## config.mk

```make
export PLATFORM = sky130hd
export DESIGN_NAME = fetch_queue
export DESIGN_NICKNAME = d
export VERILOG_FILES = /design/src/rtl/cpu_pkg.sv /design/src/rtl/fetch_fifo.sv /design/src/rtl/fetch_queue.sv
export SDC_FILE = /design/constraint.sdc
export NUM_CORES = 1
export LEC_CHECK = 0
export ABC_AREA = 1
export BUFFER_PORTS_ARGS = -buffer_cell sky130_fd_sc_hd__buf_2
export CAP_MARGIN = 20
export CORE_ASPECT_RATIO = 1.1
export CORE_MARGIN = 2
export CORE_UTILIZATION = 55
export DETAILED_ROUTE_END_ITERATION = 12
export PLACE_DENSITY = 0.84
export SKIP_CTS_REPAIR_TIMING = 1
export SYNTH_ARGS = -nofsm -noshare
export SYNTH_HDL_FRONTEND = slang
export SYNTH_HIERARCHICAL = 1
export SYNTH_SLANG_ARGS = --single-unit
```

## constraint.sdc

```tcl
create_clock -name clk -period 3.82 [get_ports clk]
set_input_delay 0.764 -clock clk [delete_from_list [all_inputs] [get_ports clk]]
set_output_delay 0.764 -clock clk [all_outputs]
set_load 0.02 [all_outputs]
```

## src/rtl/cpu_pkg.sv

```systemverilog
// Shared CPU definitions: datapath widths and the fetch entry carried from the
// memory return path through the prefetch FIFO to decode.
package cpu_pkg;

    localparam int unsigned PC_W   = 16;
    localparam int unsigned INST_W = 16;

    typedef struct packed {
        logic [INST_W-1:0] inst;
        logic [PC_W-1:0]   pc;
    } fetch_entry_t;

endpackage

```

## src/rtl/fetch_fifo.sv

```systemverilog
// Prefetch FIFO for fetch_queue. Synchronous, power-of-two depth. Clear has
// priority over push and pop.
// Ports:
//   clk, reset   clock and synchronous active-high reset
//   clear_i      drop every entry this cycle
//   push_i       write push_data_i at the tail
//   push_data_i  entry to write
//   pop_i        retire the head entry (caller guarantees count_o != 0)
//   head_o       entry at the head (undefined while empty)
//   count_o      number of stored entries
module fetch_fifo
    import cpu_pkg::*;
#(
    parameter int unsigned DEPTH = 4,
    localparam int unsigned PtrW = $clog2(DEPTH),
    localparam int unsigned CntW = $clog2(DEPTH + 1)
) (
    input  logic         clk,
    input  logic         reset,
    input  logic         clear_i,
    input  logic         push_i,
    input  fetch_entry_t push_data_i,
    input  logic         pop_i,
    output fetch_entry_t head_o,
    output logic [CntW-1:0] count_o
);

    fetch_entry_t    mem_q [DEPTH];
    logic [PtrW-1:0] rd_ptr_q, wr_ptr_q;
    logic [CntW-1:0] count_q, count_d;

    always_comb begin
        count_d = count_q;
        if (clear_i) begin
            count_d = '0;
        end else if (push_i && !pop_i) begin
            count_d = count_q + CntW'(1);
        end else if (pop_i && !push_i) begin
            count_d = count_q - CntW'(1);
        end
    end

    always_ff @(posedge clk) begin
        if (reset || clear_i) begin
            rd_ptr_q <= '0;
            wr_ptr_q <= '0;
            count_q  <= '0;
        end else begin
            if (push_i) wr_ptr_q <= wr_ptr_q + PtrW'(1);
            if (pop_i)  rd_ptr_q <= rd_ptr_q + PtrW'(1);
            count_q <= count_d;
        end
    end

    // Storage needs no reset; count_q qualifies every read.
    always_ff @(posedge clk) begin
        if (push_i && !clear_i) mem_q[wr_ptr_q] <= push_data_i;
    end

    // Fetch credit must keep the FIFO from ever being full at a push.
    always_ff @(posedge clk) begin
        if (!reset && !clear_i) begin
            assert (!(push_i && (32'(count_q) == DEPTH)))
                else $error("fetch_fifo overflow");
        end
    end

    assign head_o  = mem_q[rd_ptr_q];
    assign count_o = count_q;

endmodule

```

## src/rtl/fetch_queue.sv

```systemverilog
// Instruction-fetch front end: owns the PC, drives the fixed-latency memory read
// port, tracks requests in flight and buffers returned words for decode.
// Optional macro FETCH_QUEUE_STATS_EN adds saturating statistics counters.
// Ports:
//   clk, reset        clock and synchronous active-high reset
//   imem_raddr        word address (pc[15:1]) to the memory
//   imem_rdata        instruction word, MEM_LAT cycles after its address
//   out_valid/ready   handshake to decode; out_inst/out_pc are the FIFO head
//   redirect          flush-and-restart at redirect_pc (bit 0 ignored)
//   halt              stop issuing new fetches
//   stat_fetched      (stats build) pushes into the FIFO
//   stat_killed       (stats build) in-flight plus buffered entries dropped by redirect
//   stat_stall        (stats build) cycles with out_valid && !out_ready
module fetch_queue
    import cpu_pkg::*;
#(
    parameter logic [PC_W-1:0] RESET_PC = 16'h0000,
    parameter int unsigned     MEM_LAT  = 2,
    parameter int unsigned     DEPTH    = 4
) (
    input  logic              clk,
    input  logic              reset,
    output logic [PC_W-2:0]   imem_raddr,
    input  logic [INST_W-1:0] imem_rdata,
    output logic              out_valid,
    input  logic              out_ready,
    output logic [INST_W-1:0] out_inst,
    output logic [PC_W-1:0]   out_pc,
    input  logic              redirect,
    input  logic [PC_W-1:0]   redirect_pc,
    input  logic              halt
`ifdef FETCH_QUEUE_STATS_EN
    ,
    output logic [31:0]       stat_fetched,
    output logic [31:0]       stat_killed,
    output logic [31:0]       stat_stall
`endif
);

    localparam int unsigned CntW = $clog2(DEPTH + 1);
    localparam int unsigned InfW = $clog2(MEM_LAT + 1);

    logic [PC_W-1:0]    pc_q, pc_d;
    logic [MEM_LAT-1:0] fl_valid_q;
    logic [PC_W-1:0]    fl_pc_q [MEM_LAT];
    logic [InfW-1:0]    inflight;
    logic [CntW-1:0]    count;
    logic               issue, push, pop, clear;
    fetch_entry_t       head, push_data;

    always_comb begin
        inflight = '0;
        for (int i = 0; i < MEM_LAT; i++) inflight = inflight + InfW'(fl_valid_q[i]);
    end

    // Credit ignores a same-cycle pop so the FIFO can never overflow.
    assign issue = !reset && !redirect && !halt &&
                   ((32'(count) + 32'(inflight)) < DEPTH);

    always_comb begin
        pc_d = pc_q;
        if (redirect)   pc_d = {redirect_pc[PC_W-1:1], 1'b0};
        else if (issue) pc_d = pc_q + PC_W'(2);
    end

    always_ff @(posedge clk) begin
        if (reset) pc_q <= RESET_PC;
        else       pc_q <= pc_d;
    end

    always_ff @(posedge clk) begin
        if (reset || redirect) begin
            fl_valid_q <= '0;
        end else begin
            fl_valid_q[0] <= issue;
            for (int i = 1; i < MEM_LAT; i++) fl_valid_q[i] <= fl_valid_q[i-1];
        end
        fl_pc_q[0] <= pc_q;
        for (int i = 1; i < MEM_LAT; i++) fl_pc_q[i] <= fl_pc_q[i-1];
    end

    assign imem_raddr = pc_q[PC_W-1:1];

    // Data for requests killed by redirect is dropped because the valids are cleared.
    assign push           = fl_valid_q[MEM_LAT-1] && !redirect;
    assign push_data.inst = imem_rdata;
    assign push_data.pc   = fl_pc_q[MEM_LAT-1];
    assign pop            = out_valid && out_ready && !redirect;
    assign clear          = redirect;

    fetch_fifo #(
        .DEPTH (DEPTH)
    ) u_fifo (
        .clk         (clk),
        .reset       (reset),
        .clear_i     (clear),
        .push_i      (push),
        .push_data_i (push_data),
        .pop_i       (pop),
        .head_o      (head),
        .count_o     (count)
    );

    assign out_valid = (count != '0);
    assign out_inst  = out_valid ? head.inst : '0;
    assign out_pc    = out_valid ? head.pc   : '0;

`ifdef FETCH_QUEUE_STATS_EN
    logic [32:0] kill_sum;
    assign kill_sum = {1'b0, stat_killed} + 33'(inflight) + 33'(count);

    always_ff @(posedge clk) begin
        if (reset) begin
            stat_fetched <= '0;
            stat_killed  <= '0;
            stat_stall   <= '0;
        end else begin
            if (push && (stat_fetched != '1)) stat_fetched <= stat_fetched + 32'd1;
            if (redirect) stat_killed <= kill_sum[32] ? '1 : kill_sum[31:0];
            if (out_valid && !out_ready && (stat_stall != '1)) stat_stall <= stat_stall + 32'd1;
        end
    end
`endif

endmodule

```

* Yosys cells after proc, flatten, opt, wreduce, memory -nomap -nowiden *
Memories as Yosys holds them, arrays and structs flattened. A register that Yosys moved wholly into a read port is not among the register bits.
Index checks and enable logic that the tools add are counted.

storage, ports and cells
  bits in latches = 0
  output and inout bits = 48
  memory bits (writable) = 160
  memories kept = 2
  register bits after elaboration = 25
  word-level logic and storage cells = 46
  bits in read-only memories = 0
  input port bits = 37

memory list
  name          depth  bits a word  rd ports  clocked after Yosys merged registers in  write ports  RTL line           source
  u_fifo.mem_q  4      32           1         1                                        1            fetch_fifo.sv:28   fetch_entry_t mem_q [DEPTH];
  fl_pc_q       2      16           2         0                                        2            fetch_queue.sv:45  logic [PC_W-1:0] fl_pc_q [MEM_LAT];

operators by class
  $add $sub $neg = 7
  bitwise operators = 0
  reduce and logical (&&, ||, !) cells = 20
  divide/modulo/power cells = 0
  shifts and indexed selects = 0
  $lt $le $gt $ge = 1
  muxes and demuxes = 10
  multiply operators = 0
  eq/ne operators = 0

operators by type and width
  operator                                                              number
  16-bit two-way mux                                                    4
  16-bit by 2-bit adder with 16-bit output, second input constant       1
  1-bit logical AND                                                     9
  3-bit two-way mux                                                     2
  1-bit zero test                                                       5
  2-bit by 1-bit adder with 2-bit output, second input constant         2
  3-bit by 2-bit adder with 4-bit output                                1
  4-bit by 3-bit < comparator with 1-bit output, second input constant  1
  2-bit two-way mux                                                     2
  2-bit nonzero test                                                    2
  2-bit OR reduction                                                    2
  3-bit by 1-bit adder with 3-bit output, second input constant         1
  3-bit nonzero test                                                    1
  3-bit by 1-bit subtractor with 3-bit output, second input constant    1
  1-bit by 1-bit adder with 2-bit output                                1
  1-bit two-way mux                                                     2
  1-bit logical OR                                                      1

* Depth between registers and ports, before layout *
  depth after elaboration = 6
  mapped depth = 15
  depth with buffers taken out = 13

* Hierarchy *
Netlist, hierarchy kept.

modules (own cells, without submodules)
  module       cells an instance  sequential area each (sq um)  area an instance (sq um)  instances
  fetch_fifo   367                4023.9                        5222.5                    1
  fetch_queue  297                940.9                         2060.7                    1

* Worst setup path before layout *
OpenSTA, ideal clock, no wires.

  path kind = input-to-reg
  start = input redirect
  end = memory u_fifo/mem_q[0][0] (netlist name) (enable)
  path slack = 0.416 ns
  path buffers = 2
  data required time = 3.399 ns
  library setup time = 0.421 ns
  stages = 6
  arrival = 2.983 ns
  path through = buf_6 clkbuf_1 nor2_1 inv_1 or2_2 nor2_1

between the ends
  longest elaborated chain between the ends = 5

RTL lines
  item                                     RTL line           source
  from (decl)                              fetch_queue.sv:29  input logic redirect,
  1-bit zero test                          fetch_queue.sv:85  assign push = fl_valid_q[MEM_LAT-1] && !redirect;
  1-bit logical AND                        fetch_queue.sv:85
  net push                                 fetch_queue.sv:48  logic issue, push, pop, clear;
  1-bit logical AND                        fetch_fifo.sv:57   if (push_i && !clear_i) mem_q[wr_ptr_q] <= push_data_i;
  1-bit two-way mux                        fetch_fifo.sv:57
  1-bit two-way mux (not written as such)  fetch_fifo.sv:57
  to (decl)                                fetch_fifo.sv:28

The timed path passes the listed nets, and every way through them passes these cells.

==> run_results.csv <==
group,metric,value,unit
sta,finalClockSkew,0.00909,ns
run,maxCapViolations,0,
logic_synthesis,ys.flop_type,"edfxtp_1",
sta,hold_viol_final,0,
sta,drv_slew,0,
floorplanning,io_pins,85,
logic_synthesis,synth_edf_count,128,
sta,fin_crit_sh,79.1,%
finish,final_net_count,794,
critical_path,worstSetupPathType,"flop to primary output",
logic_synthesis,seq_area_frac_synth,68.2,%
floorplanning,rows,44,
logic_synthesis,async_flop_share,0,%
clocking,clk-insertion-delay-late,0.42,ns
pwr,powerDensity,482,nW/um2
sta,rsz0062_at_grt,"no",
floorplanning,core,13000,um2
finish,drive_above_1_share,18.4,%
placement,place.gp.congestion,0.874,
clocking,cts_sinks,184,
route,wl,13900,um
route,ant_nets,0,
finish,area_growth,15.6,%
route,post_drt_wl_per_cell,15.0,um
logic_synthesis,syn_area_per_cell,11.0,um2
floorplanning,die_x,114,um
logic_synthesis,synth.distinct_cells,31,
placement,port_buffers,83,
global_routing,grt_use_total,20.4,%
floorplanning,die_h,125,um
global_routing,antenna_found_initial,0,
floorplanning,initial_core_util,55.8,%
sta,setup_viol,0,
clocking,path_clk_slew,0.06,ns
sta,maxSlewHeadroom,54.0,%
clocking,cts_inserted_buffers,17,
global_routing,grt.overflow.total,0,
sta,worstMarginPinSlew,0.690,ns
pwr,leakage,3.41,nW
route,drt-pass1-iter-count,5,
placement,placed_cell_area,7820,um2
clocking,root_buffer,"clkbuf_16",
route,via_per_inst,5.29,
global_routing,grt_pass1_wl,22500,um
logic_synthesis,synth_area,7280,um2
finish,diodes,0,
sta,worst_slack,0.798,ns
sta,max_freq,0.331,GHz
sta,tns,0,ns
pwr,irDropWorstVdd,322,uV
global_routing,grt_pass1_vias,4810,
critical_path,cp-start-kind,"flop",
route,dr.first_iter.drc_count,292,
critical_path,endpoint_kind,"primary output",
route,vias,4882,
run_status,status,"finished clean",
placement,dp_hpwl,8630,um
floorplanning,die-area,14200,um2
route,drc,0,
worst_hold_path,hp-class,"flop to flop",
placement,pre_cts_ws,0.988,ns
sta,fin_crit,3.02,ns
logic_synthesis,synth-seq-cells,184,
pwr,total_power,4.05,mW
clocking,clock_path_buffers,2,
critical_path,cp.arrival,2.26,ns
global_routing,grt_start_max_net_pins,65,
clocking,cts_max_level,4,
finish,final_design_area_no_fill,8420,um2
logic_synthesis,synth_warnings,6,
clocking,cts_tree,"built",
critical_path,cp_max_fo,34,
logic_synthesis,synthCells,664,
critical_path,worstPathRequired,3.06,ns
critical_path,rrSetupSlack,1.56,ns
==> per-stage QoR <==
step	cells	hold slack, ns	util, %
after floorplan	667	0.310	-
after global placement	891	0.311	59.9
after detailed placement	891	0.312	59.9
after CTS	923	0.327	64.5
after global routing	923	0.330	64.5
final	923	0.327	64.5
==> placed cells by master (no fill, tap or decap), drive strengths merged, types with 2 or more instances in the layout <==
| master | netlist | final |
|---|---|---|
| nor2 | 131 | 131 |
| edfxtp | 128 | 128 |
| buf | 22 | 91 |
| inv | 81 | 84 |
| o21ai | 72 | 72 |
| nand2 | 64 | 64 |
| dfxtp | 56 | 56 |
| o22ai | 32 | 32 |
| nand3 | 31 | 31 |
| a21oi | 17 | 17 |
| clkbuf | 6 | 17 |
| ha | 7 | 7 |
| nand4 | 6 | 6 |
| clkinv | 0 | 6 |
| conb | 1 | 4 |
| bufinv | 0 | 3 |
| clkinvlp | 0 | 3 |
| xnor2 | 2 | 2 |
| nor3 | 2 | 2 |
==> layer usage <==
metal  vias to the layer above  global-route usage, %  routed length (um)
li1                       2411                      -                   -
met1                      2256                   24.4                5680
met2                       201                   35.0                7090
met3                        14                   5.11                 881
met4                         0                   8.32                 201
met5                         -                      0                   0
==> path summary, 6_finish.rpt <==
check,cells after the start,from,to
max,6,flop,out_inst[4]
min,0,fl_pc_q[0][1],fl_pc_q[0][17]
min reg2reg,0,fl_pc_q[0][1],fl_pc_q[0][17]
max reg2reg,10,u_fifo/count_o[1],u_fifo/count_o[2]
==> critical path: stages, from the launching register on <==
cell and delay (ns):
dfxtp_2 0.77, buf_4 0.35, o21ai_0 0.14, o22ai_1 0.24, inv_1 0.06, nor2_1 0.10
buf_2 0.17
==> cell type report <==
| cell class | instances | area, um2 |
|---|---|---|
| Tap cell | 161 | 201 |
| Fill cell | 950 | 4630 |
| Clock inverter | 15 | 175 |
| Sequential cell | 184 | 4970 |
| Timing Repair Buffer | 91 | 500 |
| Inverter | 81 | 317 |
| Clock buffer | 17 | 425 |
| Multi-Input combinational cell | 374 | 1830 |
==> cell families (layout without fill, tap and decap cells) <==
family | Yosys count | count (layout) | synth area share (%)
other cells | 1 | 4 | 0.0515
xor+xnor | 3 | 3 | 0.361
mux | 1 | 1 | 0.137
buf+inv | 109 | 204 | 7.30
simple gates | 236 | 236 | 13.5
fa+ha+maj | 8 | 8 | 1.48
flops | 184 | 184 | 68.2
compound gates | 122 | 122 | 8.97
==> cell usage after synthesis (2+ instances only) <==
master | instances | area (um2)
o21ai_1 | 28 | 140
nand4_1 | 6 | 37.5
nor2_2 | 2 | 12.5
a21oi_1 | 17 | 85.1
buf_4 | 3 | 22.5
o21ai_0 | 44 | 220
edfxtp_1 | 128 | 3840
nand3_1 | 31 | 155
ha_1 | 7 | 87.6
buf_6 | 12 | 135
inv_2 | 3 | 11.3
nand2_4 | 2 | 22.5
inv_1 | 76 | 285
nor2_1 | 128 | 480
o22ai_1 | 32 | 200
clkbuf_1 | 6 | 22.5
xnor2_1 | 2 | 17.5
buf_2 | 7 | 35.0
nor3_2 | 2 | 20.0
nand2_1 | 62 | 233
dfxtp_1 | 56 | 1120
==> flip-flops by register name, summed over array words and instances (netlist names), named ones only <==
signal           flops
u_fifo/mem_q       128
u_fifo/count_o       3
u_fifo/rd_ptr_q      2
fl_pc_q             30
fl_valid_q           2
pc_q                15
u_fifo/wr_ptr_q      2
==> where the power goes <==
| part | internal [mW] | switching, mW | total [mW] | leakage, nW |
|---|---|---|---|---|
| Sequential | 2.16 | 0.0312 | 2.19 | 1.62 |
| Clock | 1.03 | 0.709 | 1.74 | 0.287 |
| Combinational | 0.0439 | 0.0778 | 0.122 | 1.50 |
| Total | 3.24 | 0.818 | 4.05 | 3.41 |
Power figures use the tool's default switching activity.
